--- src/rtl/bp_c_output_collect.sv ---
// bp_c_output_collect: masked Boyar-Peralta bottom linear layer; packs shared S-box bytes into 32-bit shared columns.
// Define BP_OUT_INREG_EN to register z in an input stage before the linear layer (adds one cycle of latency).
module bp_c_output_collect #(
    parameter int d = 2
) (
    input  logic            clk,
    input  logic            rst_n,
    input  logic            in_valid,
    output logic            in_ready,
    input  logic [18*d-1:0] z,
    output logic            out_valid,
    input  logic            out_ready,
    output logic [32*d-1:0] col,
    output logic [8*d-1:0]  byte_out
);
    // XNOR inverts share 0 only, so the masked value is complemented exactly once
    localparam logic [d-1:0] C_NOT0 = d'(1);
    logic [18*d-1:0] w_zsrc;
    logic            w_acc;
    logic [d-1:0]    w_z [18];
    logic [d-1:0]    w_t46, w_t47, w_t48, w_t49, w_t50, w_t51, w_t52, w_t53, w_t54, w_t55, w_t56;
    logic [d-1:0]    w_t57, w_t58, w_t59, w_t60, w_t61, w_t62, w_t63, w_t64, w_t65, w_t66, w_t67;
    logic [d-1:0]    w_s0, w_s1, w_s2, w_s3, w_s4, w_s5, w_s6, w_s7;
    logic [8*d-1:0]  w_byte;
    logic [32*d-1:0] r_col;
    logic [8*d-1:0]  r_byte;
    logic [1:0]      r_lane;
    logic            r_out_valid;

`ifdef BP_OUT_INREG_EN
    logic [18*d-1:0] r_z;
    logic            r_zv;
    assign in_ready = !(r_zv && r_out_valid && !out_ready);
    assign w_acc    = r_zv && (!r_out_valid || out_ready);
    assign w_zsrc   = r_z;
    always_ff @(posedge clk or negedge rst_n) begin
        if (!rst_n) begin
            r_z  <= '0;
            r_zv <= 1'b0;
        end else if (in_ready) begin
            r_z  <= z;
            r_zv <= in_valid;
        end
    end
`else
    assign in_ready = !r_out_valid || out_ready;
    assign w_acc    = in_valid && in_ready;
    assign w_zsrc   = z;
`endif

    for (genvar k = 0; k < 18; k++) begin : g_z
        assign w_z[k] = w_zsrc[k*d +: d];
    end

    assign w_t46 = w_z[15] ^ w_z[16];
    assign w_t47 = w_z[10] ^ w_z[11];
    assign w_t48 = w_z[5] ^ w_z[13];
    assign w_t49 = w_z[9] ^ w_z[10];
    assign w_t50 = w_z[2] ^ w_z[12];
    assign w_t51 = w_z[2] ^ w_z[5];
    assign w_t52 = w_z[7] ^ w_z[8];
    assign w_t53 = w_z[0] ^ w_z[3];
    assign w_t54 = w_z[6] ^ w_z[7];
    assign w_t55 = w_z[16] ^ w_z[17];
    assign w_t56 = w_z[12] ^ w_t48;
    assign w_t57 = w_t50 ^ w_t53;
    assign w_t58 = w_z[4] ^ w_t46;
    assign w_t59 = w_z[3] ^ w_t54;
    assign w_t60 = w_t46 ^ w_t57;
    assign w_t61 = w_z[14] ^ w_t57;
    assign w_t62 = w_t52 ^ w_t58;
    assign w_t63 = w_t49 ^ w_t58;
    assign w_t64 = w_z[4] ^ w_t59;
    assign w_t65 = w_t61 ^ w_t62;
    assign w_t66 = w_z[1] ^ w_t63;
    assign w_t67 = w_t64 ^ w_t65;

    assign w_s0 = w_t59 ^ w_t63;
    assign w_s3 = w_t53 ^ w_t66;
    assign w_s1 = w_t64 ^ w_s3 ^ C_NOT0;
    assign w_s2 = w_t55 ^ w_t67 ^ C_NOT0;
    assign w_s4 = w_t51 ^ w_t66;
    assign w_s5 = w_t47 ^ w_t65;
    assign w_s6 = w_t56 ^ w_t62 ^ C_NOT0;
    assign w_s7 = w_t48 ^ w_t60 ^ C_NOT0;

    // s0 is the S-box MSB
    assign w_byte = {w_s0, w_s1, w_s2, w_s3, w_s4, w_s5, w_s6, w_s7};

    always_ff @(posedge clk or negedge rst_n) begin
        if (!rst_n) begin
            r_col       <= '0;
            r_byte      <= '0;
            r_lane      <= '0;
            r_out_valid <= 1'b0;
        end else begin
            if (w_acc) begin
                r_col[32'(r_lane)*8*d +: 8*d] <= w_byte;
                r_byte                        <= w_byte;
                r_lane                        <= r_lane + 2'd1;
            end
            r_out_valid <= (w_acc && r_lane == 2'd3) || (r_out_valid && !out_ready);
        end
    end

    assign out_valid = r_out_valid;
    assign col       = r_col;
    assign byte_out  = r_byte;
endmodule

--- config.mk ---
export PLATFORM = sky130hd
export DESIGN_NAME = bp_c_output_collect
export DESIGN_NICKNAME = d
export VERILOG_FILES = /design/src/rtl/bp_c_output_collect.sv
export SDC_FILE = /design/constraint.sdc
export NUM_CORES = 1
export LEC_CHECK = 0
export BUFFER_PORTS_ARGS = -buffer_cell sky130_fd_sc_hd__buf_2
export CORE_MARGIN = 1.5
export CORE_UTILIZATION = 51
export CTS_CLUSTER_SIZE = 20
export DETAILED_ROUTE_END_ITERATION = 12
export PLACE_DENSITY_LB_ADDON = 0.3
export SETUP_SLACK_MARGIN = 0.5
export SLEW_MARGIN = 20
export SYNTH_ARGS = -nofsm -noshare
export SYNTH_HDL_FRONTEND = slang
export SYNTH_SLANG_ARGS = --single-unit
--- constraint.sdc ---
create_clock -name clk -period 2.6 [get_ports clk]
set_clock_uncertainty 0.05 [all_clocks]
set_input_delay 0 -clock clk [delete_from_list [all_inputs] [get_ports clk]]
set_output_delay 0 -clock clk [all_outputs]
set_load 0.005 [all_outputs]
* After elaboration in Yosys (flattened, before gate mapping)
Cells that the tools add are included.
Word-level totals: register bits 83, input bits 40, logic and storage cells 51
Cells by class: add/sub/neg operators 2, equal/unequal tests 1, shifts and indexed selects 2, mux-type cells 1, bitwise gates (word level) 34, reductions and logical operators 7
Operator list (count):
- $bwmux 64 | 1
- $shift 16x34->64 const A | 1
- $shiftx 16x34->64 | 1
- $xor 2x2->2 | 30
- $neg 6->34 | 1
- $not 1->1 | 4
- $logic_and 1x1->1 | 3
- $add 2x1->2 const B | 1
- $eq 2x2->1 const B | 1
- $logic_not 1->1 | 2
- $logic_or 1x1->1 | 2

* Longest topological paths before layout
word-level depth 9, mapped depth 7, gate-level depth less buffers 5

* Worst setup path after synthesis
No wires, ideal clock.
path type flip-flop to flip-flop, start point register r_lane[0], end point register r_col[0] (netlist: col[0]), setup time 83 ps, arrival time 1800 ps, data required time 2467 ps, setup slack 667 ps, cell stages (with the launch flop) 7, buffers on the path 2, clock period less this slack 1933 ps, path through dfrtp_1 -> inv_1 -> ha_1 -> or4b_1 -> clkbuf_1 -> clkbuf_1 -> o21ai_0
Between the ends: cells in the longest elaborated chain, start to end 3, elaborated cells between the ends (all ways) 4
Ends and longest elaborated chain:
- start: declaration | RTL line 27 | logic [1:0] r_lane;
- start signal: assignment | RTL line 100 | r_lane <= r_lane + 2'd1;
- $neg 6->34 (*) | RTL line 98 | r_col[32'(r_lane)*8*d +: 8*d] <= w_byte;
- $shiftx 16x34->64 / $shift 16x34->64 (equally long branches) | RTL line 98
- $bwmux 64 (*) | RTL line 98
- end signal: indexed assignment | RTL line 98
- end: declaration | RTL line 25 | logic [32*d-1:0] r_col;
Every way passes the cells marked *; elsewhere a longest branch is shown, timed or not. A chain may end at the register's enable or synchronous reset.

* Worst setup path after layout
start point register r_lane[0], end point register r_col[40] (netlist: col[40])
The elaborated chain is that of the path after synthesis.

==> metrics.txt <==
drt drc 0; Root Buffer clkbuf_8; Switching Share 0.363; Die Ht 88.6 um; CTS tree yes; Reg clk slew, reported paths 0.08 ns; Max-Cap Viols 0; gp weighted congestion between 0.7 and 0.8; Final ANT Viol Nets 0; P_sw 1680 uW; endpoint type of the worst setup path flip-flop; period utilization 0.817; Internal approximately 2900 uW; #FFs+latches synth 83; ant diodes 0; Synth top area share 0.555; Via density 5.16; Inst Count DP between 500 and 600; RSZ-0062 raised after global routing yes; required time worst endpoint 2.81 ns; Sequential Area 2080 um^2; Final Hold Vio Count 0; global-route wire length before repair 14,300 um; Design Area, Final 4680 um^2; largest net degree at the start of global routing 84; initial antenna violation count 0; CTS Sinks 83; GRT overflow 0; Least-Margin Pin Slew 0.730 ns; row cnt 31; Rel. slew slack 0.513; routed length per placed instance 16.1 um; Worst EP arrival 2.33 ns; yosys warns 0; final core utilization 0.652; Sequential Power Share 0.432; DPL Wire Length 6530 um; DRT iter0 DRCs 150; fraction of layout instances using a drive strength above 1 0.325; final slew viol count 0; pre-CTS setup slack 0.406 ns; Setup Viol. Count Final 0; Clock Path Buffers 2; Comb pwr share 0.370; area grow syn2layout 25.1%; Post-DP Area approximately 4500 um^2; final worst slack 0.475 ns; core area 7180 um^2; power per cell area 988 nW/um^2; IO Port Bufs 121; VDD IR-drop max 0.000508 V; count of cell types in the netlist 21; worst setup path class reg2reg; Clock Power Share 0.198; worst skew pair latency about 0.35 ns; final net count 505; final wirelength ~9100 um; critical path fanouts, max 16; status finished clean; Fill cells 567; Period minus WS final 2.13 ns; Final TNS setup 0 ns; router iterations before antenna repair 5; synthesized instance count 335; area of the multi-input gates 1610 um^2; area leader, netlist dfrtp_1; DR vias a little under 3,000; worst min path class in2reg; most frequent cells in the layout 120 x buf_2, 83 x dfrtp_1, 82 x nand2_1; top cells by area, synth dfrtp_1 56%, o21ai_0 9.4%, nand2_1 8.2%; I/O pins roughly 120; aggregate global-route resource usage 0.245; Non-Filler Instances roughly 560; die width 88.6 um; Die Area between 7000 and 8000 um^2; Fmax 471 MHz; Seq/Total Area, Yosys 0.555; Post-Syn Nets 380; Cell Area, Synth about 3700 um^2; Worst Setup Start Kind flip-flop; Num CTS Buffers 9; H-tree depth 3; standby leakage power between 0.002 and 0.0025 uW; commonest non-fill, non-tap cell in the layout buf_2; synthesized area per cell 11.2 um^2; vias in the first global route around 2,800; Initial Util 0.521
## path summary, 6_finish.rpt
path                                         start                      end  slack [ns]  depth (start not counted)
min in group asynchronous                    rst_n      col[52]$_DFFE_PN0P_        0.19                          2
max                          r_lane[0]$_DFFE_PN0P_      col[40]$_DFFE_PN0P_        0.47                          4
max in group asynchronous                    rst_n      col[13]$_DFFE_PN0P_        1.79                          2
min reg2reg                byte_out[0]$_DFFE_PN0P_  byte_out[0]$_DFFE_PN0P_        0.43                          2
min                                      out_ready      out_valid$_DFF_PN0_        0.08                          3
max reg2reg                  r_lane[0]$_DFFE_PN0P_      col[40]$_DFFE_PN0P_        0.47                          4
## cells in the mapped netlist
master and count:
nand3_2 2, o21ai_0 70, nand3_1 2, or4_1 1
inv_1 2, clkbuf_1 13, nand2b_1 1, xnor2_2 3
ha_1 5, xor3_1 2, mux2_2 1, nand2_1 82
xor2_2 1, or4b_1 3, xnor3_2 1, xnor3_1 11
buf_4 1, o21ai_1 10, xnor2_1 30, xor2_1 11
dfrtp_1 83
## power by group through the flow
stage                     registers [uW]  logic, uW  clock network (uW)
after floorplan                     2020        871                   0
after global placement              2000       1650                   0
after detailed placement            2010       1710                   0
after CTS                           1990       1720                 929
after global routing                2040       1940                 991
final                               2000       1710                 917
## cells by family (layout without fill, tap and decap cells)
| family | Yosys count | after routing | synth area share |
|---|---|---|---|
| simple gates | 91 | 91 | 0.102 |
| flops | 83 | 83 | 0.555 |
| compound gates | 80 | 80 | 0.107 |
| xor+xnor | 59 | 59 | 0.199 |
| buf+inv | 16 | 146 | 0.0171 |
| fa+ha+maj | 5 | 5 | 0.0167 |
| mux | 1 | 1 | 0.00301 |
## through the flow
step | hold slack [ns] | total power (uW)
after floorplan | -0.346 | 2890
after global placement | 0.176 | 3660
after detailed placement | 0.187 | 3720
after CTS | 0.0795 | 4640
after global routing | 0.132 | 4970
final | 0.0795 | 4620
## critical path: stages (launching register included)
cell and delay (ns):
dfrtp_1 0.45, inv_1 0.14, ha_1 0.37, or4b_1 0.73, o21ai_0 0.29
## metal layers
| metal | GRT usage | up-vias | wire length [um] |
|---|---|---|---|
| met5 | 0 | - | 0 |
| met4 | 0.0866 | 0 | 140 |
| met3 | 0.0504 | 13 | 531 |
| met2 | 0.371 | 110 | 4370 |
| met1 | 0.355 | 1423 | 4030 |
| li1 | - | 1362 | - |
## final cells by class
| cell class | instances | area share |
|---|---|---|
| clock buffers | 11 | 0.0281 |
| well taps | 99 | 0.0265 |
| repair buffers | 128 | 0.143 |
| flip-flops and latches | 83 | 0.444 |
| multi-input cells | 236 | 0.343 |
| clock inverters | 5 | 0.0136 |
| inverters | 2 | 0.00161 |
## flip-flops by register name (all words and copies together) (netlist names)
register / count
r_lane: 2
byte_out: 16
col: 64
out_valid: 1
## what timing repair did
item	in CTS	in global routing
buffers inserted	0	0
hold buffers	1	0
hold endpoints to repair	83	0
resized for setup	0	2
endpoints found under the setup margin	33	63
(Power assumes the default switching activity.)
